==> src/rtl/elevator_pkg.sv <==
// Shared types and floor-mask helpers for the elevator car controller.
package elevator_pkg;

    localparam int MAX_FLOORS = 32;

    typedef enum logic [2:0] {
        IDLE,
        MOVE_UP,
        MOVE_DOWN,
        DOOR_OPEN,
        ESTOP
    } state_e;

    typedef enum logic {
        UP = 1'b0,
        DN = 1'b1
    } dir_e;

    typedef logic [MAX_FLOORS-1:0] floor_mask_t;

    // Floors strictly above f; shifting past the top yields an empty mask.
    function automatic floor_mask_t above_mask(input int unsigned f);
        return floor_mask_t'('1) << (f + 32'd1);
    endfunction

    function automatic floor_mask_t below_mask(input int unsigned f);
        return (floor_mask_t'(1) << f) - floor_mask_t'(1);
    endfunction

endpackage

==> src/rtl/elevator_req_latch.sv <==
// Sticky request register plus above/below/here flags relative to the car floor.
module elevator_req_latch
    import elevator_pkg::*;
#(
    parameter int NUM_FLOORS = 5,
    parameter int FLOOR_W    = $clog2(NUM_FLOORS)
) (
    input  logic                  CLK,
    input  logic                  RST,
    input  logic [NUM_FLOORS-1:0] hall_up_i,
    input  logic [NUM_FLOORS-1:0] hall_dn_i,
    input  logic [NUM_FLOORS-1:0] car_i,
    input  logic [FLOOR_W-1:0]    floor_i,
    input  logic                  clr_en_i,
    input  logic [FLOOR_W-1:0]    clr_floor_i,
    output logic [NUM_FLOORS-1:0] eff_req_o,
    output logic [NUM_FLOORS-1:0] pending_o,
    output logic                  above_o,
    output logic                  below_o,
    output logic                  here_o
);

    logic [NUM_FLOORS-1:0] pending_q;
    logic [NUM_FLOORS-1:0] pending_d;
    logic [NUM_FLOORS-1:0] clr_mask;
    floor_mask_t           eff_ext;

    assign eff_req_o = pending_q | hall_up_i | hall_dn_i | car_i;
    assign eff_ext   = floor_mask_t'(eff_req_o);

    assign above_o = |(eff_ext & above_mask(32'(floor_i)));
    assign below_o = |(eff_ext & below_mask(32'(floor_i)));
    assign here_o  = eff_req_o[floor_i];

    assign clr_mask  = clr_en_i ? ({{(NUM_FLOORS-1){1'b0}}, 1'b1} << clr_floor_i) : '0;
    assign pending_d = eff_req_o & ~clr_mask;
    assign pending_o = pending_q;

    always_ff @(posedge CLK or posedge RST) begin
        if (RST) begin
            pending_q <= '0;
        end else begin
            pending_q <= pending_d;
        end
    end

endmodule

==> src/rtl/elevator_ctrl_gen.sv <==
// SCAN-order elevator car controller: FSM, travel/dwell timer and floor index.
module elevator_ctrl_gen
    import elevator_pkg::*;
#(
    parameter int  NUM_FLOORS    = 5,
    parameter int  TRAVEL_CYCLES = 4,
    parameter int  DOOR_CYCLES   = 3,
    localparam int FLOOR_W       = $clog2(NUM_FLOORS)
) (
    input  logic                  CLK,
    input  logic                  RST,
    input  logic [NUM_FLOORS-1:0] i_req_hall_up,
    input  logic [NUM_FLOORS-1:0] i_req_hall_dn,
    input  logic [NUM_FLOORS-1:0] i_req_car,
    input  logic                  i_stop,
    output logic [FLOOR_W-1:0]    o_floor,
    output logic                  o_up,
    output logic                  o_down,
    output logic                  o_door,
    output logic [NUM_FLOORS-1:0] o_pending,
    output logic                  o_arrive
);

    localparam int TMAX = (TRAVEL_CYCLES > DOOR_CYCLES) ? TRAVEL_CYCLES : DOOR_CYCLES;
    localparam int TW   = $clog2(TMAX + 1);
    localparam logic [TW-1:0] TRAVEL_LAST = TW'(TRAVEL_CYCLES - 1);
    localparam logic [TW-1:0] DOOR_LAST   = TW'(DOOR_CYCLES - 1);

    state_e                state_q;
    dir_e                  last_dir_q;
    logic [FLOOR_W-1:0]    floor_q;
    logic [TW-1:0]         timer_q;
    logic                  arrive_q;

    logic [NUM_FLOORS-1:0] eff_req;
    logic                  above, below, here;
    logic                  move_last;
    logic [FLOOR_W-1:0]    next_floor;
    logic                  next_here;
    logic                  next_ahead;
    floor_mask_t           ahead_mask;
    logic                  clr_en;
    logic [FLOOR_W-1:0]    clr_floor;

    assign move_last  = ((state_q == MOVE_UP) || (state_q == MOVE_DOWN)) && (timer_q == TRAVEL_LAST);
    assign next_floor = (state_q == MOVE_DOWN) ? floor_q - 1'b1 : floor_q + 1'b1;
    assign next_here  = eff_req[next_floor];
    assign ahead_mask = (state_q == MOVE_DOWN) ? below_mask(32'(next_floor))
                                               : above_mask(32'(next_floor));
    assign next_ahead = |(floor_mask_t'(eff_req) & ahead_mask);

    // Clearing the car-floor bit when not entering the door is harmless: that bit is already 0.
    assign clr_en    = !i_stop && ((state_q == IDLE) || (state_q == DOOR_OPEN) || move_last);
    assign clr_floor = move_last ? next_floor : floor_q;

    elevator_req_latch #(
        .NUM_FLOORS (NUM_FLOORS),
        .FLOOR_W    (FLOOR_W)
    ) u_req_latch (
        .CLK         (CLK),
        .RST         (RST),
        .hall_up_i   (i_req_hall_up),
        .hall_dn_i   (i_req_hall_dn),
        .car_i       (i_req_car),
        .floor_i     (floor_q),
        .clr_en_i    (clr_en),
        .clr_floor_i (clr_floor),
        .eff_req_o   (eff_req),
        .pending_o   (o_pending),
        .above_o     (above),
        .below_o     (below),
        .here_o      (here)
    );

    always_ff @(posedge CLK or posedge RST) begin
        if (RST) begin
            state_q    <= IDLE;
            last_dir_q <= UP;
            floor_q    <= '0;
            timer_q    <= '0;
            arrive_q   <= 1'b0;
        end else begin
            arrive_q <= 1'b0;
            if (i_stop) begin
                state_q <= ESTOP;
                timer_q <= '0;
            end else begin
                case (state_q)
                    IDLE: begin
                        timer_q <= '0;
                        if (here) begin
                            state_q <= DOOR_OPEN;
                        end else if (above && below) begin
                            state_q <= (last_dir_q == UP) ? MOVE_UP : MOVE_DOWN;
                        end else if (above) begin
                            state_q <= MOVE_UP;
                        end else if (below) begin
                            state_q <= MOVE_DOWN;
                        end
                    end
                    MOVE_UP, MOVE_DOWN: begin
                        if (move_last) begin
                            floor_q    <= next_floor;
                            timer_q    <= '0;
                            arrive_q   <= 1'b1;
                            last_dir_q <= (state_q == MOVE_UP) ? UP : DN;
                            if (next_here) begin
                                state_q <= DOOR_OPEN;
                            end else if (!next_ahead) begin
                                state_q <= IDLE;
                            end
                        end else begin
                            timer_q <= timer_q + 1'b1;
                        end
                    end
                    DOOR_OPEN: begin
                        // A fresh call for this floor re-opens the full dwell window.
                        if (here) begin
                            timer_q <= '0;
                        end else if (timer_q == DOOR_LAST) begin
                            state_q <= IDLE;
                            timer_q <= '0;
                        end else begin
                            timer_q <= timer_q + 1'b1;
                        end
                    end
                    ESTOP: begin
                        state_q <= IDLE;
                        timer_q <= '0;
                    end
                    default: begin
                        state_q <= IDLE;
                        timer_q <= '0;
                    end
                endcase
            end
        end
    end

    assign o_floor  = floor_q;
    assign o_up     = (state_q == MOVE_UP);
    assign o_down   = (state_q == MOVE_DOWN);
    assign o_door   = (state_q == DOOR_OPEN);
    assign o_arrive = arrive_q;

endmodule
==> config.mk <==
export PLATFORM = sky130hd
export DESIGN_NAME = elevator_ctrl_gen
export DESIGN_NICKNAME = d
export VERILOG_FILES = /design/src/rtl/elevator_pkg.sv /design/src/rtl/elevator_req_latch.sv /design/src/rtl/elevator_ctrl_gen.sv
export SDC_FILE = /design/constraint.sdc
export NUM_CORES = 1
export LEC_CHECK = 0
export ABC_AREA = 1
export ABC_CLOCK_PERIOD_IN_PS = 2350
export BUFFER_PORTS_ARGS = -buffer_cell sky130_fd_sc_hd__buf_2
export CORE_UTILIZATION = 37
export DETAILED_ROUTE_END_ITERATION = 12
export HOLD_SLACK_MARGIN = 0.05
export PLACE_DENSITY = 0.6
export SLEW_MARGIN = 20
export SYNTH_ARGS = -nofsm -noshare
export SYNTH_HDL_FRONTEND = slang
export SYNTH_SLANG_ARGS = --single-unit
==> constraint.sdc <==
create_clock -name CLK -period 2.35 [get_ports CLK]
set_input_delay 0.1175 -clock CLK [delete_from_list [all_inputs] [get_ports CLK]]
set_output_delay 0.1175 -clock CLK [all_outputs]
set_load 0.03 [all_outputs]
==> results.sh <==
export IMPL_r2r_cells=20
export IMPL_max_stage_delay_ns=0.40
export IMPL_htree_levels=1
export IMPL_die_w_um=69.92
export IMPL_num_vias=1876
export IMPL_synth_cell_type_count=30
export IMPL_fmax_mhz=398.6
export IMPL_synth_most_common_cell="nand2_1"
export IMPL_critPathMaxFanout=4
export IMPL_cap_violations=0
export IMPL_rrSetupSlack_ns=-0.16
export IMPL_cp_slowest_cell="dfrtp_1"
export IMPL_required_ns=2.53
export IMPL_combPwrFrac_pct=53.7
export IMPL_path_cells="nand2_4 -> nor2_4 -> fa_2 -> nand2_1 -> nand2_2 -> nand2_2 -> nand2_2 -> nor2_2 -> inv_2 -> ha_4 -> nand2_2 -> nand2_2 -> a21oi_2 -> a21oi_2 -> nand2_1 -> nand2_1 -> nand3_2 -> nand2_2 -> nand3_1 -> a21oi_2"
export IMPL_violations="negative setup slack"
export IMPL_ir_worst_vdd_v=0.0002774
export IMPL_grt_pass1_vias=1729
export IMPL_routedWlPerCell_um=12.33
export IMPL_swShare_pct=40.47
export IMPL_reg2reg_to="state_q[0]$_DFFE_PP0P_"
export IMPL_cp_buffers_inverters=1
export IMPL_drcViolationCount=0
export IMPL_synth_avg_cell_area_sq_um=6.489
export IMPL_clock_latency_ns=0.25
export IMPL_hold_class="input pin to flip-flop"
export IMPL_cts_root_buf="clkbuf_8"
export IMPL_synth_top_area_cell="dfrtp_1"
export IMPL_cts_tree="yes"
export IMPL_slew_headroom_pct=57.15
export IMPL_pwr_share_seq_pct=27.9
export IMPL_yosysSeqAreaShare_pct=23.46
export IMPL_synth_cells=263
export IMPL_crit_path_end_kind="flip-flop"
export IMPL_area_growth_pct=39.96
export IMPL_die_y_um=69.92
export IMPL_internal_power_mw=0.6731
export IMPL_io_pins=30
export IMPL_grt_pass1_wl_mm=7.817
export IMPL_clk_path_buf_depth=2
export IMPL_p_switching_mw=0.4576
export IMPL_ant_nets=0
export IMPL_async_flop_share_pct=100.0
export IMPL_dp_hpwl_mm=3.547
export IMPL_holdPathStages=3
export IMPL_synth_ff_type="dfrtp_1"
export IMPL_core_area_sq_um=4384
export IMPL_p_per_area_nw_per_um2=473.4
export IMPL_first_pass_iters=4
export IMPL_fin_crit_sh_pct=106.7
export IMPL_hold_viol_final=0
export IMPL_routabilityCongestion=0.8051
export IMPL_syn_nets=302
export IMPL_rsz0062_at_grt="yes"
export IMPL_worstSetupStartpointType="flip-flop"
export IMPL_holdCritStartpoint="i_req_hall_up[1]"
export IMPL_yosys_area_top_type_share_pct=23.46
export IMPL_ys_ff_latch=16
export IMPL_routed_wirelength_mm=4.734
export IMPL_antenna_cells=0
export IMPL_start_util_pct=38.93
export IMPL_grt_ovfl_total=0
export IMPL_clkSinkCount=16
export IMPL_synth_edf_count=0
export IMPL_synth_area_leaders="dfrtp_1, nand2_1, ha_1, inv_1, nand3_1"
export IMPL_path_clk_slew_ns=0.06
export IMPL_drive_gt1_share_pct=36.45
export IMPL_status="finished with violations"
export IMPL_num_rows=24
export IMPL_tns_ns=-0.3087
export IMPL_fin_skew_ns=0.001232
export IMPL_vias_per_cell=4.885
export IMPL_grt_max_degree=17
export IMPL_ys_top_cells_by_count="nand2_1, inv_1, nor2_1"
export IMPL_critPathTopFamily="simple AND/OR/NAND/NOR gates"
export IMPL_track_usage_pct=19.90
export IMPL_dpl_cell_area_sq_um=2096
export IMPL_reg2reg_from="state_q[1]$_DFFE_PP0P_"
export IMPL_syn_cell_area_sq_um=1707
export IMPL_p_clk_share_pct=18.4
export IMPL_crit_type="flip-flop to flip-flop"
export IMPL_setup_slack_ns=-0.1586
export IMPL_numCtsBuffers=3
export IMPL_setup_violations_final=2
export IMPL_portBuffers=29
export IMPL_fin_area_sq_um=2389
export IMPL_path_common_cell="nand2_2"
export IMPL_antenna_found_initial=0
export IMPL_die_area_sq_um=4888
export IMPL_first_iter_violations=98
export IMPL_fin_nets=373
export IMPL_arrival_ns=2.69
export IMPL_layout_min_cycle_time_ns=2.509
export IMPL_hold_path_endpoint="u_req_latch.pending_o[1]$_DFF_PP0_"
export IMPL_p_leak_nw=1.277
export IMPL_yosys_warnings=0
export IMPL_tightest_slew_ns=0.6420
export IMPL_slew_viol_final=0
==> per-layer routing <==
layer | vias up | share of wire (%) | wire [um] | global-route usage, %
met1 | 871 | 47 | 2218 | 27.26
li1 | 970 | - | - | -
met5 | - | 0 | 0 | 0
met2 | 31 | 49 | 2309 | 33.12
met3 | 4 | 3.3 | 155 | 1.443
met4 | 0 | 1.1 | 51 | 6.667
==> through the flow <==
step | power, mW | setup WS [ns] | instances | util [%] | hold WS [ns]
after floorplan | 0.6466 | -0.2736 | 263 | - | 0.03124
after global placement | 0.8108 | -0.06540 | 366 | 47.80 | 0.2290
after detailed placement | 0.8140 | -0.1438 | 366 | 47.80 | 0.2340
after CTS | 1.072 | -0.1371 | 380 | 51.48 | 0.1445
after global routing | 1.220 | -0.3524 | 384 | 54.48 | 0.1843
final | 1.131 | -0.1586 | 384 | 54.48 | 0.1432
==> timing repair <==
action,4_1_cts,5_1_grt
cloned,0,0
hold buffers,2,0
setup buffers,9,4
endpoints found under the setup margin,2,7
resized for setup,10,26
endpoints found under the hold margin,17,0
pin swaps,16,16
==> cells by family (layout without fill, tap and decap cells) <==
group	Yosys count	after routing	synth area share, %
AO/OA/AOI/OAI	31	31	10.78
AND/OR/NAND/NOR	147	147	38.93
adder cells (fa/ha/maj)	21	21	15.84
flip-flops	16	16	23.46
buffers and inverters	48	117	11.00
==> power by group through the flow <==
stage	logic (mW)	registers, mW	clock network (mW)
after floorplan	0.310	0.336	0
final	0.607	0.316	0.208
after global placement	0.492	0.319	0
after global routing	0.674	0.318	0.228
after detailed placement	0.495	0.319	0
after CTS	0.540	0.314	0.219
==> layout make-up <==
type / instances / area [sq um]
well taps: 52 / 65.06
clock buffers: 3 / 41.29
flip-flops and latches: 16 / 400.4
inverters: 45 / 171.4
repair buffers: 69 / 454.2
multi-input cells: 199 / 1256
fillers: 434 / 1996
==> layout by cell type (no fill, tap or decap), types with 3 or more instances in the layout <==
| master | n |
|---|---|
| nand4_1 | 3 |
| nand3_2 | 4 |
| nor2_2 | 3 |
| ha_1 | 17 |
| nand2_4 | 5 |
| inv_2 | 6 |
| o21ai_0 | 8 |
| nand2_1 | 59 |
| clkbuf_8 | 3 |
| buf_2 | 29 |
| buf_4 | 37 |
| nor2_1 | 26 |
| o21ai_1 | 3 |
| nand2_2 | 17 |
| a21oi_2 | 4 |
| inv_1 | 38 |
| ha_4 | 3 |
| nand3_1 | 23 |
| dfrtp_1 | 16 |
| a21oi_1 | 7 |
==> worst min-delay path: cells and delay by family <==
kind	cells	cell delay, ns
AO/OA/AOI/OAI	1	0.11
AND/OR/NAND/NOR	1	0.04
buffers and inverters	1	0.08
==> worst max-delay path by stage <==
stage                     slack [ns]                    from                endpoint  depth (start not counted)
after floorplan                -0.27  state_q[2]$_DFFE_PP0P_  state_q[1]$_DFFE_PP0P_                         23
after global placement         -0.07  state_q[2]$_DFFE_PP0P_  state_q[1]$_DFFE_PP0P_                         23
after detailed placement       -0.14  state_q[2]$_DFFE_PP0P_  state_q[0]$_DFFE_PP0P_                         23
final                          -0.16  state_q[1]$_DFFE_PP0P_  state_q[0]$_DFFE_PP0P_                         20
after global routing           -0.35  state_q[2]$_DFFE_PP0P_  state_q[1]$_DFFE_PP0P_                         23
after CTS                      -0.14  state_q[2]$_DFFE_PP0P_  state_q[0]$_DFFE_PP0P_                         23
==> sequential cells by signal, summed over array words and instances (netlist names) <==
signal and count:
u_req_latch.pending_o 5, timer_q 3, last_dir_q 1, state_q 3
o_floor 3, o_arrive 1
(Power assumes the default switching activity.)
